$ cat config.mk
export PLATFORM = sky130hd
export DESIGN_NAME = inst_encoder_loader
export DESIGN_NICKNAME = d
export VERILOG_FILES = /design/src/rtl/inst_encoder_loader.sv
export SDC_FILE = /design/constraint.sdc
export NUM_CORES = 1
export LEC_CHECK = 0
export BUFFER_PORTS_ARGS = -buffer_cell sky130_fd_sc_hd__buf_2
export CELL_PAD_IN_SITES_DETAIL_PLACEMENT = 1
export CELL_PAD_IN_SITES_GLOBAL_PLACEMENT = 1
export CORE_MARGIN = 2
export CORE_UTILIZATION = 36
export DETAILED_ROUTE_END_ITERATION = 16
export GPL_TIMING_DRIVEN = 0
export PLACE_DENSITY_LB_ADDON = 0.2
export SYNTH_ARGS = -nofsm -noshare
export SYNTH_HDL_FRONTEND = slang
export SYNTH_SLANG_ARGS = --single-unit
$ cat constraint.sdc
create_clock -name clk -period 1.9 [get_ports clk]
set_input_delay 0.38 -clock clk [delete_from_list [all_inputs] [get_ports clk]]
set_output_delay 0.38 -clock clk [all_outputs]
set_load 0.05 [all_outputs]
$ cat src/rtl/inst_encoder_loader.sv
// Assembles RV32I instruction words from symbolic requests and streams them
// sequentially into instruction memory, one word per two cycles at most.
module inst_encoder_loader #(
  parameter int                ADDR_W    = 6,
  parameter logic [ADDR_W-1:0] BASE_ADDR = '0
) (
  input  logic              clk,
  input  logic              rst_n,
  input  logic              req_valid,
  output logic              req_ready,
  input  logic [2:0]        req_type,
  input  logic [2:0]        req_funct3,
  input  logic              req_f7b5,
  input  logic [4:0]        req_rd,
  input  logic [4:0]        req_rs1,
  input  logic [4:0]        req_rs2,
  input  logic [12:0]       req_imm,
  input  logic              flush,
  output logic              imem_we,
  output logic [ADDR_W-1:0] imem_addr,
  output logic [31:0]       imem_wdata,
  output logic [ADDR_W:0]   word_count,
  output logic              full,
  output logic              err
);

  localparam logic [1:0] ST_IDLE  = 2'd0;
  localparam logic [1:0] ST_WRITE = 2'd1;
  localparam logic [1:0] ST_FULL  = 2'd2;

  localparam logic [ADDR_W:0] CAPACITY = {1'b1, {ADDR_W{1'b0}}};

  logic [1:0]        state_reg, state_next;
  logic [ADDR_W-1:0] addr_reg, addr_next;
  logic [31:0]       wdata_reg, wdata_next;
  logic [ADDR_W:0]   count_reg, count_next;
  logic              err_reg, err_next;

  logic [31:0]       enc_word;
  logic              enc_legal;
  logic              accept;
  logic [ADDR_W:0]   count_inc;

  always_comb begin
    enc_word  = '0;
    enc_legal = 1'b1;
    case (req_type)
      3'd0: enc_word = {1'b0, req_f7b5, 5'b0, req_rs2, req_rs1, req_funct3, req_rd, 7'b0110011};
      3'd1: enc_word = {req_imm[11:0], req_rs1, 3'b010, req_rd, 7'b0000011};
      3'd2: enc_word = {req_imm[11:5], req_rs2, req_rs1, 3'b010, req_imm[4:0], 7'b0100011};
      3'd3: begin
        // Branch offsets are halfword-granular; an odd byte offset cannot be encoded.
        enc_word  = {req_imm[12], req_imm[10:5], req_rs2, req_rs1, 3'b000,
                     req_imm[4:1], req_imm[11], 7'b1100011};
        enc_legal = ~req_imm[0];
      end
      3'd4: enc_word = {req_imm[11:0], req_rs1, req_funct3, req_rd, 7'b0010011};
      default: enc_legal = 1'b0;
    endcase
  end

  assign req_ready = rst_n && (state_reg == ST_IDLE) && !flush;
  assign accept    = req_valid && req_ready;
  assign count_inc = count_reg + (ADDR_W+1)'(1);

  always_comb begin
    state_next = state_reg;
    addr_next  = addr_reg;
    wdata_next = wdata_reg;
    count_next = count_reg;
    err_next   = err_reg;
    if (flush) begin
      state_next = ST_IDLE;
      addr_next  = BASE_ADDR;
      count_next = '0;
      err_next   = 1'b0;
    end else begin
      case (state_reg)
        ST_IDLE: begin
          if (accept) begin
            if (enc_legal) begin
              wdata_next = enc_word;
              state_next = ST_WRITE;
            end else begin
              err_next = 1'b1;
            end
          end
        end
        ST_WRITE: begin
          // Fullness tracks words written, so a nonzero base still yields full capacity.
          addr_next  = addr_reg + ADDR_W'(1);
          count_next = count_inc;
          state_next = (count_inc == CAPACITY) ? ST_FULL : ST_IDLE;
        end
        ST_FULL: state_next = ST_FULL;
        default: state_next = ST_IDLE;
      endcase
    end
  end

  always_ff @(posedge clk or negedge rst_n) begin
    if (!rst_n) begin
      state_reg <= ST_IDLE;
      addr_reg  <= BASE_ADDR;
      wdata_reg <= '0;
      count_reg <= '0;
      err_reg   <= 1'b0;
    end else begin
      state_reg <= state_next;
      addr_reg  <= addr_next;
      wdata_reg <= wdata_next;
      count_reg <= count_next;
      err_reg   <= err_next;
    end
  end

  // A flush arriving during the write cycle cancels the strobe immediately.
  assign imem_we    = (state_reg == ST_WRITE) && !flush;
  assign imem_addr  = addr_reg;
  assign imem_wdata = wdata_reg;
  assign word_count = count_reg;
  assign full       = (state_reg == ST_FULL);
  assign err        = err_reg;

endmodule
==> flow_results.org <==
** GRT
- For this run, the total global-route usage over all layers was measured as 0.181.
- The first global-routing pass estimated 10300 µm of wire.
- After global routing the overflow that remains totals 0.
- Vias in the first global route :: 2035
- Maximum number of pins on one net before global-route repair :: 47
- The number of antenna violations at the first check in global routing was 0.

** Setup path
- Logic depth of the worst register-to-register path :: 6
- For the worst setup path, the data arrival time is 1.44 ns.
- Cell chain of the critical path :: nor4b_4 > buf_2
- Endpoint type of the worst setup path :: output port
- Together, buffers and inverters on the worst path number 1.
- Worst setup SP type :: flop
- Along the worst path, the maximum fanout reaches 4.
- Worst path top cell family by delay :: flip-flops
- Largest stage delay, worst path :: 0.46 ns
- CP max-delay cell :: dfrtp_1
- For the worst setup path, the data required time is 1.52 ns.
- The critical path is of the flop to output port type.
- Number of logic stages on the critical path including buffering :: 2

** Cells and area
- With fillers left out, the area of the finished cells amounts to 2950 µm².
- Filler Cells Inserted :: 743
- Compared with the post-synthesis result, the final layout area differs by 29.0%.
- In the final design database the tool counted 365 nets.
- The number of antenna diodes in the final layout is 0.
- Of the cells placed in the final design, the portion with a size suffix greater than 1 is 0.425.
- The register with the most flip-flops in the layout has 29 of them.

** Placed design
- Port bufs :: 84
- Estimated wirelength of the detail-placed design :: 4490 µm
- Cell area after placement :: 2840 µm²
- The congestion estimate from routability-driven global placement came to 0.735.

** Die
- Width of the die :: 83.6 µm
- Number of standard-cell rows in the floorplan :: 29
- For this configuration, the core starts out at a cell density of 0.366.
- The die covers 7000 µm².
- Top-level I/O count :: 88
- Die Ht :: 83.6 µm
- After floorplanning, the core was sized to cover 6240 µm².

** Logic synthesis
- Share of synthesized flip-flops with an asynchronous set or reset :: 1.00
- Counting distinct cell types in the post-synthesis netlist gives 37.
- Average cell area after synthesis :: 9.93 µm²
- Synthesis inferred 45 register bits.
- By area the synthesized netlist is led by dfrtp_1, nand2_1, o21ai_2, xor2_1, nor2_1.
- Largest family of logic cells by synthesized area :: simple AND/OR/NAND/NOR gates
- Synth top cells by count :: dfrtp_1, nand2_1, nor2_1
- Sequential area share after synthesis :: 0.493
- Most repeated cell in the gate-level netlist after synthesis :: dfrtp_1
- The biggest area contributor in the post-synthesis netlist is dfrtp_1.
- Number of instances in the synthesized netlist :: 230
- Number of warnings issued by yosys :: 0
- Fraction of the mapped netlist area in adder cells :: 0.0164
- In the synthesized netlist the dominant register cell turns out to be dfrtp_1.
- Of the total synthesized cell area, the portion taken by XOR and XNOR cells is 0.0575.
- After synthesis the cells add up to 2280 µm².
- Of the post-synthesis cell area, the dominant cell type holds 0.493.
- Simple logic cell fraction of the synthesized area :: 0.175
- The area fraction in compound gates after synthesis was 0.163.
- The synthesized design contains 0 enable-type register cells.
- Of the post-synthesis cell area, the part taken by muxes is 0.0356.

** Routing
- The detailed router finished its first iteration with 68 violations.
- DRC violation count after routing :: 0
- Dividing the detail-routed wire length by the instance count gives 14.9 µm.
- In the routed layout, each cell is associated on average with a via count of 4.97.
- Final ANT Viol Nets :: 0
- The final layout contains routed wiring with a total length of 5950 µm.
- Across all layers, the routed design uses 1982 vias.
- DRT Pass-1 Iters :: 4

** Power
- Power per cell area :: 865 nW/µm²
- Leakage dissipation :: 0.00151 µW
- The worst-case IR drop observed on VDD is 0.363 mV.

** STA
- Setup repair after global routing left no endpoint under its margin.
- Final setup violating endpoints :: 0
- Clock period minus worst slack :: 1.82 ns
- The final hold violation count was 0.
- Across the routed clock network, the largest skew measured is 0.00588 ns.
- Hold is met by 0.0207 ns.
- For this run, the top clock speed supported by timing is 548 MHz.
- Headroom to the max-slew limit came out at 0.550.
- The final number of max-transition violations was 0.
- Portion of the clock cycle consumed by the worst path in the final layout :: 0.960
- Actual transition at the worst max-transition pin :: 0.672 ns

** CTS
- After clock tree synthesis, the clock-pin slew on the worst setup and hold paths is 0.08 ns.
- The H-tree generated during clock tree synthesis spans 2 levels.
- In this run the clock root is driven by a clkbuf_8.
- CTS tree :: yes
- Clock insertion delay at the later pin of the skew report :: 0.29 ns
- Sinks on the clock net :: 45
- Largest buffer count on any clock path :: 2
- Buffers inserted during clock tree synthesis total 5.

** Outcome
- The run finished with clean final reports.

** Hold path
- Min-delay worst type :: primary input to asynchronous set/reset pin

** Flow run
- Max-cap check violation count :: 0
-- report_power, final --
group	internal [µW]	switching, µW	leakage, µW
clock network	242	302	0.0000399
registers	1070	64.9	0.000597
logic	227	644	0.000870
total	1540	1010	0.00151
-- final timing paths --
path,slack [ns],to,from
worst min register to register,0.48,imem_wdata[21],imem_wdata[21]
worst max register to register,0.29,imem_wdata[19],state_reg[1]
worst max-delay path,0.08,req_ready,state_reg[1]
max in group asynchronous,1.57,state_reg[0],rst_n
worst min-delay path,0.02,imem_wdata[17],rst_n
min in group clk,0.28,word_count[0],flush
-- layer usage --
metal  track usage  up-vias  routed length [µm]
met4        0.0440        0                  86
li1              -      966                   -
met2         0.302       62                2930
met5             0        -                   0
met1         0.238      947                2560
met3        0.0445        7                 369
-- cell type report --
type,instances,area (µm²),area share
Clock inverter,1,5.00,0.00170
Timing Repair Buffer,85,439,0.149
Clock buffer,5,68.8,0.0234
Inverter,3,11.3,0.00382
Multi-Input combinational cell,167,1070,0.363
Buffer,16,128,0.0433
Tap cell,77,96.3,0.0327
Sequential cell,45,1130,0.383
-- logic make-up (layout without fill, tap and decap cells) --
group,count (synthesis),after routing
compound gates,54,54
other cells,1,2
buf+inv,19,110
fa+ha+maj,3,3
xor+xnor,15,15
simple gates,86,86
flops,45,45
mux,7,7
-- cells in the final DEF (no fill, tap or decap), types with 8 or more instances in the layout --
master	instances
nand2_1	31
dfrtp_1	44
buf_2	85
nand2_2	12
o21ai_2	13
o21ai_1	12
nor2_1	20
a21oi_1	8
xor2_1	10
-- repair_timing --
item                                    in CTS  in global routing
pin swaps                                    0                  0
buffers inserted                             1                  0
endpoints found under the setup margin      31                  2
cloned                                       0                  0
hold buffers                                 0                  0
resized for setup                            5                  2
-- metrics by stage --
stage	setup WS, ns	util	setup TNS (ns)	std cells	total power, µW
2_1_floorplan	-0.115	-	-2.31	231	1790
3_3_place_gp	-0.583	0.456	-17.20	392	2010
3_5_place_dp	-0.564	0.456	-16.28	392	2030
4_1_cts	0.0330	0.471	0	399	2590
5_1_grt	0.00797	0.472	0	399	2690
6_report	0.0766	0.472	0	399	2550
(Power assumes the default switching activity.)
